### config.mk
export PLATFORM = sky130hd
export DESIGN_NAME = antenna_select_ctrl
export DESIGN_NICKNAME = d
export VERILOG_FILES = /design/src/rtl/antenna_select_ctrl.sv
export SDC_FILE = /design/constraint.sdc
export NUM_CORES = 1
export LEC_CHECK = 0
export CAP_MARGIN = 15
export CORE_MARGIN = 10
export CORE_UTILIZATION = 40
export DETAILED_ROUTE_END_ITERATION = 6
export GPL_ROUTABILITY_DRIVEN = 0
export PLACE_DENSITY_LB_ADDON = 0.3
export SETUP_SLACK_MARGIN = 0.15
export SLEW_MARGIN = 20
export SYNTH_ARGS = -nofsm -noshare
export SYNTH_HDL_FRONTEND = slang
export SYNTH_SLANG_ARGS = --single-unit
export TNS_END_PERCENT = 1
### constraint.sdc
create_clock -name clk -period 3.1 [get_ports clk]
set_input_delay 0.62 -clock clk [delete_from_list [all_inputs] [get_ports clk]]
set_output_delay 0.62 -clock clk [all_outputs]
set_load 0.01 [all_outputs]
### src/rtl/antenna_select_ctrl.sv
// rtl/antenna_select_ctrl.sv - per-radio antenna stepping with debounced buttons and break-before-make relays
module antenna_select_ctrl #(
  parameter int N_ANT           = 6,
  parameter int DEBOUNCE_CYCLES = 20000,
  parameter int SWITCH_DELAY    = 5000
) (
  input  logic             clk,
  input  logic             rst_n,
  input  logic             btn_a_n,
  input  logic             btn_b_n,
  output logic [2:0]       sel_a,
  output logic [2:0]       sel_b,
  output logic             collision_a,
  output logic             collision_b,
  output logic [N_ANT-1:0] relay_a,
  output logic [N_ANT-1:0] relay_b
);

  localparam int DBW = $clog2(DEBOUNCE_CYCLES + 1);
  localparam int DWW = $clog2(SWITCH_DELAY + 1);

  typedef enum logic [1:0] {
    ST_IDLE    = 2'd0,
    ST_BREAK   = 2'd1,
    ST_COLLIDE = 2'd2
  } state_t;

  // Index 0 is radio A, index 1 is radio B.
  logic [1:0]       sync1_q, sync1_d, sync2_q, sync2_d;
  logic [1:0]       db_q, db_d, press_q, press_d;
  logic [DBW-1:0]   db_cnt_q [2];
  logic [DBW-1:0]   db_cnt_d [2];
  state_t           state_q  [2];
  state_t           state_d  [2];
  logic [DWW-1:0]   dwell_q  [2];
  logic [DWW-1:0]   dwell_d  [2];
  logic [2:0]       sel_q    [2];
  logic [2:0]       sel_d    [2];
  logic [N_ANT-1:0] relay_q  [2];
  logic [N_ANT-1:0] relay_d  [2];
  logic [1:0]       coll_q, coll_d;
  logic             blocked;

  function automatic logic [2:0] step_sel(input logic [2:0] s);
    return (s == 3'(N_ANT - 1)) ? 3'd0 : s + 3'd1;
  endfunction

  function automatic logic [N_ANT-1:0] one_hot(input logic [2:0] s);
    logic [N_ANT-1:0] v;
    v = {{(N_ANT-1){1'b0}}, 1'b1};
    return v << s;
  endfunction

  always_comb begin
    sync1_d = {btn_b_n, btn_a_n};
    sync2_d = sync1_q;
    db_d    = db_q;
    press_d = 2'b00;
    for (int r = 0; r < 2; r++) begin
      db_cnt_d[r] = '0;
      if (sync2_q[r] != db_q[r]) begin
        if (db_cnt_q[r] == DBW'(DEBOUNCE_CYCLES - 1)) begin
          db_d[r] = sync2_q[r];
        end else begin
          db_cnt_d[r] = db_cnt_q[r] + DBW'(1);
        end
      end
      press_d[r] = db_q[r] & ~db_d[r];
    end
  end

  // Radio B sees radio A's next state so a simultaneous finish resolves in A's favour.
  always_comb begin
    blocked = 1'b0;
    coll_d  = 2'b00;
    for (int r = 0; r < 2; r++) begin
      state_d[r] = state_q[r];
      dwell_d[r] = dwell_q[r];
      sel_d[r]   = sel_q[r];
      if (r == 0) begin
        blocked = (state_q[1] == ST_IDLE) && (sel_q[1] == sel_q[0]);
      end else begin
        blocked = (state_d[0] == ST_IDLE) && (sel_d[0] == sel_q[1]);
      end
      case (state_q[r])
        ST_IDLE: begin
          if (press_q[r]) begin
            sel_d[r]   = step_sel(sel_q[r]);
            state_d[r] = ST_BREAK;
            dwell_d[r] = '0;
          end
        end
        ST_BREAK: begin
          if (press_q[r]) begin
            sel_d[r]   = step_sel(sel_q[r]);
            dwell_d[r] = '0;
          end else if (dwell_q[r] == DWW'(SWITCH_DELAY - 1)) begin
            dwell_d[r] = '0;
            state_d[r] = blocked ? ST_COLLIDE : ST_IDLE;
          end else begin
            dwell_d[r] = dwell_q[r] + DWW'(1);
          end
        end
        ST_COLLIDE: begin
          if (press_q[r]) begin
            sel_d[r]   = step_sel(sel_q[r]);
            state_d[r] = ST_BREAK;
            dwell_d[r] = '0;
          end else if (sel_q[1-r] != sel_q[r]) begin
            state_d[r] = ST_BREAK;
            dwell_d[r] = '0;
          end
        end
        default: begin
          state_d[r] = ST_BREAK;
          dwell_d[r] = '0;
        end
      endcase
      relay_d[r] = (state_d[r] == ST_IDLE) ? one_hot(sel_d[r]) : '0;
      coll_d[r]  = (state_d[r] == ST_COLLIDE);
    end
  end

  always_ff @(posedge clk or negedge rst_n) begin
    if (!rst_n) begin
      sync1_q <= 2'b11;
      sync2_q <= 2'b11;
      db_q    <= 2'b11;
      press_q <= 2'b00;
      coll_q  <= 2'b00;
      for (int r = 0; r < 2; r++) begin
        db_cnt_q[r] <= '0;
        state_q[r]  <= ST_BREAK;
        dwell_q[r]  <= '0;
        relay_q[r]  <= '0;
      end
      sel_q[0] <= 3'd0;
      sel_q[1] <= 3'd1;
    end else begin
      sync1_q <= sync1_d;
      sync2_q <= sync2_d;
      db_q    <= db_d;
      press_q <= press_d;
      coll_q  <= coll_d;
      for (int r = 0; r < 2; r++) begin
        db_cnt_q[r] <= db_cnt_d[r];
        state_q[r]  <= state_d[r];
        dwell_q[r]  <= dwell_d[r];
        sel_q[r]    <= sel_d[r];
        relay_q[r]  <= relay_d[r];
      end
    end
  end

  assign sel_a       = sel_q[0];
  assign sel_b       = sel_q[1];
  assign collision_a = coll_q[0];
  assign collision_b = coll_q[1];
  assign relay_a     = relay_q[0];
  assign relay_b     = relay_q[1];

endmodule

==> After elaboration in Yosys (flattened, before gate mapping) <==
Index checks and enable logic that the tools add are counted.
{ "op_classes": {"addsub": 6, "eq_ne": 22, "reduce_logical": 10, "muxes": 42, "div_mod_pow": 0, "bitwise_logic": 4, "shift": 2, "n_lt_le_gt_ge": 0, "multipliers": 0} }
{ "op_table": {"columns": ["op", "count"], "rows": [
  ["$mux W13", 10],
  ["$pmux W13 S3", 2],
  ["$mux W15", 4],
  ["$add A15 B1 Y15 const B", 2],
  ["$eq A15 B15 Y1 const B", 2],
  ["$add A13 B1 Y13 const B", 2],
  ["$eq A13 B13 Y1 const B", 2],
  ["$mux W2", 12],
  ["$mux W3", 6],
  ["$mux W6", 2],
  ["$pmux W2 S3", 2],
  ["$shl A1 B3 Y6 const A", 2],
  ["$eq A2 B2 Y1 const B", 4],
  ["$logic_not A2 Y1", 4],
  ["$add A3 B1 Y3 const B", 2],
  ["$eq A3 B3 Y1", 2],
  ["$eq A3 B3 Y1 const B", 2],
  ["$ne A3 B3 Y1", 2],
  ["$ne A3 B3 Y1 const B", 2],
  ["$reduce_or A3 Y1", 2],
  ["$eq A2 B1 Y1 const B", 2],
  ["$mux W1", 4],
  ["$ne A2 B2 Y1 const B", 2],
  ["$reduce_and A2 Y1", 2],
  ["other kinds (4)", 8]
]} }
{ "totals": {"mem_count": 0, "regBits": 88, "wordCells": 101, "output_inout_bits": 20, "latch_bits": 0, "ramBits": 0, "romBits": 0, "inputBits": 4} }

==> Depth between registers and ports, before layout <==
{ "depth": {"ltp_word": 14, "ltp_mapped": 8, "depth_no_buf": 6} }

==> Worst setup path after synthesis <==
OpenSTA, ideal clock, no wires.
{ "synth_path": {"kind": "flip-flop to flip-flop", "startpoint": "reg dwell_q[3] in the netlist's numbering", "endpoint": "reg relay_q (netlist bit relay_b[4])", "setup_time_ns": 0.086, "path_slack_ns": 0.886, "stages_incl_launch_ff": 6, "n_path_buf": 0, "t_required_ns": 3.014, "t_arrival_ns": 2.128, "period_less_slack_ns": 2.214, "cell_sequence": "dfrtp_1 > or4_4 > or4_4 > a21boi_2 > or3b_1 > nor3_1"} }
{ "synth_rtl": {"columns": ["item", "line", "rtl"], "rows": [
  ["from (decl)", "35", "logic [DWW-1:0] dwell_q [2];"],
  ["from (signal, indexed assignment)", "148", "dwell_q[r] <= dwell_d[r];"],
  ["to (signal, indexed assignment)", "150", "relay_q[r] <= relay_d[r];"],
  ["to (decl)", "39", "logic [N_ANT-1:0] relay_q [2];"]
]} }

==> results.txt <==
The count of endpoints failing hold in the final timing report is 0. The count of max-cap constraint violations came out at 0. The critical path goes through ha_1 > or4bb_1 > or3_1 > o21ai_1 > o2111a_1 > nor3_1. The most repeated cell in the gate-level netlist after synthesis is dfrtp_1.

The first global-routing pass estimated about 14 mm of wire. The cell area reported after detailed placement came out at between 0.004 and 0.005 mm2. The reported net switching power came out at ~460 uW. Counting the fill cells in the layout gives ~980. The number of placement rows is 37. For this configuration, the core starts out at a cell density of 0.407. The number of antenna violations at the first check in global routing is 0. The measured slew at the worst slew-check pin is around 0.62 ns. After clock tree synthesis, the clock-pin slew on the worst setup and hold paths is 0.09 ns.

The height of the chip came out at around 120 um. STA classifies the critical path endpoint as a register. VDD sags by at most approximately 0.2 mV. The final max-slew violation count is 0.

The area used by multi-input combinational logic is 0.00188 mm2. Counting flops with a built-in enable in the synthesized netlist gives 0. During synthesis, Yosys emitted a total of 0 warnings. The maximum number of pins on one net before global-route repair came out at 51. The number of placed I/O pins came out at 24. For this run, the share of the core covered by cells in the final layout is 0.465. In this run, synthesis produced a sequential element count of 88.

The post-route minimum period is about 2.4 ns. The headroom to the max-slew limit came out at 0.586. The die area came out at ~0.015 mm2. The mapped cell area came out at approximately 0.0042 mm2. For this run, design rule violations remaining after detail routing come to 0. The mean instance size in the synthesized netlist came out at between 10 and 15 um2.

The flow ran to the end, and the final reports show no timing, DRC or antenna violations. The maximum clock frequency is 0.417 GHz. The top layer used by detailed routing is met4. The number of buffers added for setup after CTS is 0. The via count of the routed design came out at ~3100. The clock latency of the later-clocked register in the worst-skew pair came out at around 0.35 ns. Setup repair after global routing left no endpoint under its margin. The path class of the lowest-slack min-delay path is input pin to asynchronous set/reset pin.

The share of synthesized area in the top cell type comes to 0.473. In the final layout, flip-flops and latches occupy 0.00221 mm2. The critical path class is register to register.

The count of nets left with antenna violations once routing finished came out at 0. The power per cell area is between 400 and 500 mW/mm2. Counting instances in the post-synthesis netlist gives the leading cell types as dfrtp_1 (79), nor2_1 (56), nand2_1 (32). The number of H-tree branching levels is 3. The share of total power dissipated in combinational logic is 0.023. Data arrives at the worst endpoint at roughly 2.6 ns. The internal portion of the total power is between 1500 and 2000 uW.

The number of buffers added on ports is 23. The clock tree buffer depth is 2. The length of routed met2 wiring is 3.59 mm. In the synthesized netlist the async set-or-reset flop fraction comes to 1.00. The met3 wirelength from detailed routing is around 340 um. The layout overhead on the synthesized area is 14.2%. The final critical-path share of the clock period came out at 0.773. The post-detailed-route wirelength per cell came out at around 13 um. The number of instances in the synthesized netlist came out at roughly 420.

Among all flip-flop cells after synthesis, the most frequent one is dfrtp_1. The setup skew after layout is about 0.010 ns. TritonCTS built the clock tree. The net count of the finished layout is between 400 and 500. Synthesis produced a netlist with a net count of between 400 and 500. The share of final-layout standard cells stronger than drive strength 1 is 0.0956. The count of final setup violators came out at 0. The number of gates resized after cts is 0.

After detailed routing, the wire length on met1 is approximately 3.8 mm. The proportion of power drawn by flip-flops and latches came out at 0.575. The maximum fanout encountered on the critical timing path came out at 8. The master of the slowest instance on the critical path is or3_1.

The leakage power of the design came out at between 0.002 and 0.0025 uW. The switching part of the total power is 0.226. The via count of the first global-routing pass came out at approximately 3000. The sum of negative setup slack is 0 ns.

The area of all placed cells without fillers is ~0.0048 mm2. The delay of the slowest cell on the worst path is around 0.45 ns. The count of unique library cells instantiated by Yosys came out at 50.

The antenna diode count came out at 0. The number of hold buffers added after cts is 0. The synthesized design spends more area on one cell type than any other, namely dfrtp_1. The overall routed net length came out at just under 8 mm. The placeable core area is between 0.01 and 0.015 mm2.

The overall overflow remaining after global route came out at 0. STA classifies the critical path startpoint as a register. Data on the critical path is required at its endpoint by 3.33 ns.

The number of DRC markers in iteration 0 came out at between 150 and 200. The clock network power share came out at 0.402. Of the synthesized area, sequential elements account for 0.529. Ranked by total cell area, the synthesized netlist is headed by dfrtp_1 (47%), dfstp_2 (5.7%), nor2_1 (5.0%), xor2_1 (5.0%), xnor2_1 (3.6%).

The tree is rooted in a clkbuf_8. The wire-length estimate of the detail-placed layout is 5.45 mm. The first TritonRoute pass finished after 4 iterations.

TritonCTS created 9 clock buffers. The floorplan die width came out at around 120 um. The via count normalized by instance count is roughly 5.2.

The total routing usage reported by global routing came out at 0.111. The number of sinks on the clock net is slightly below 90.
[power by group through the flow]
stage	combinational (uW)	clock (uW)	sequential (uW)
after global routing	55.1	893	1170
after global placement	48.6	0	1190
after CTS	49.3	839	1170
after floorplan	17.3	0	1190
final	46.6	814	1170
after detailed placement	49.3	0	1190
[cell usage in the layout (no fill, tap or decap), types with 5 or more instances in the layout]
cell and n:
a21oi_1 7, a31oi_1 5, and3_1 7, buf_4 6
clkbuf_8 10, clkdlybuf4s50_1 22, dfrtp_1 79, dfstp_2 9
inv_1 12, nand2_1 32, nand2b_1 5, nand3_1 22
nand4_1 15, nor2_1 56, nor3_1 17, nor4_1 7
o21ai_0 25, o31ai_1 9, xnor2_1 17, xor2_1 24
[kinds of logic (layout without fill, tap and decap cells)]
| group | count (synthesis) | in the layout | synth area share |
|---|---|---|---|
| and+or+nand+nor | 189 | 189 | 0.233 |
| buffers and inverters | 24 | 56 | 0.0218 |
| DFF | 88 | 88 | 0.529 |
| muxes | 5 | 5 | 0.0129 |
| AOI/OAI and AO/OA | 67 | 67 | 0.106 |
| xor gates and xnor gates | 41 | 41 | 0.0858 |
| adders and majority gates | 4 | 4 | 0.0120 |
[layer usage]
| layer | global-route usage | up-vias |
|---|---|---|
| met1 | 0.148 | 1472 |
| li1 | - | 1533 |
| met2 | 0.169 | 45 |
| met5 | 0 | - |
| met3 | 0.0230 | 10 |
| met4 | 0.0515 | 0 |
[layout make-up]
cell class | count | area share
Sequential cell | 88 | 0.463
Timing Repair Buffer | 28 | 0.0555
Clock buffer | 10 | 0.0288
Multi-Input combinational cell | 306 | 0.393
Clock inverter | 6 | 0.0144
Inverter | 12 | 0.00943
Tap cell | 136 | 0.0356
[worst max-delay path, delay by kind of cell, from the launching register on]
| kind | cells | cell delay, ns |
|---|---|---|
| AND/OR/NAND/NOR | 3 | 1.00 |
| adder cells (fa/ha/maj) | 1 | 0.23 |
| AO/OA/AOI/OAI | 2 | 0.64 |
| flip-flops | 1 | 0.41 |
[path summary, 6_finish.rpt]
check	start	end	slack (ns)	depth (start not counted)
hold reg to reg	sync1_q[1]	sync2_q[1]	0.36	0
setup reg to reg	dwell_q[13]	relay_b[3]	0.70	6
hold / removal	rst_n	db_cnt_q[26]	0.27	1
max in group asynchronous	rst_n	db_q[1]	2.03	2
setup / recovery	dwell_q[13]	relay_b[3]	0.70	6
min in group clk	sync1_q[1]	sync2_q[1]	0.36	0
[sequential cells by signal, summed over array words and instances (netlist names), 3 cells and up]
register	flops
db_cnt_q	30
dwell_q	26
relay_a	6
relay_b	6
sel_a	3
sel_b	3
state_q	4
[stage by stage]
stage | setup WS [ns] | power (uW) | hold WS [ns] | cells
floorplan | 0.886 | 1200 | 0.324 | 418
global placement | 0.800 | 1240 | 0.347 | 570
detailed placement | 0.731 | 1240 | 0.349 | 570
CTS | 0.726 | 2050 | 0.293 | 586
global route | 0.516 | 2120 | 0.317 | 586
finish | 0.704 | 2030 | 0.273 | 586
Note: power is estimated with default switching activity, not from simulation.
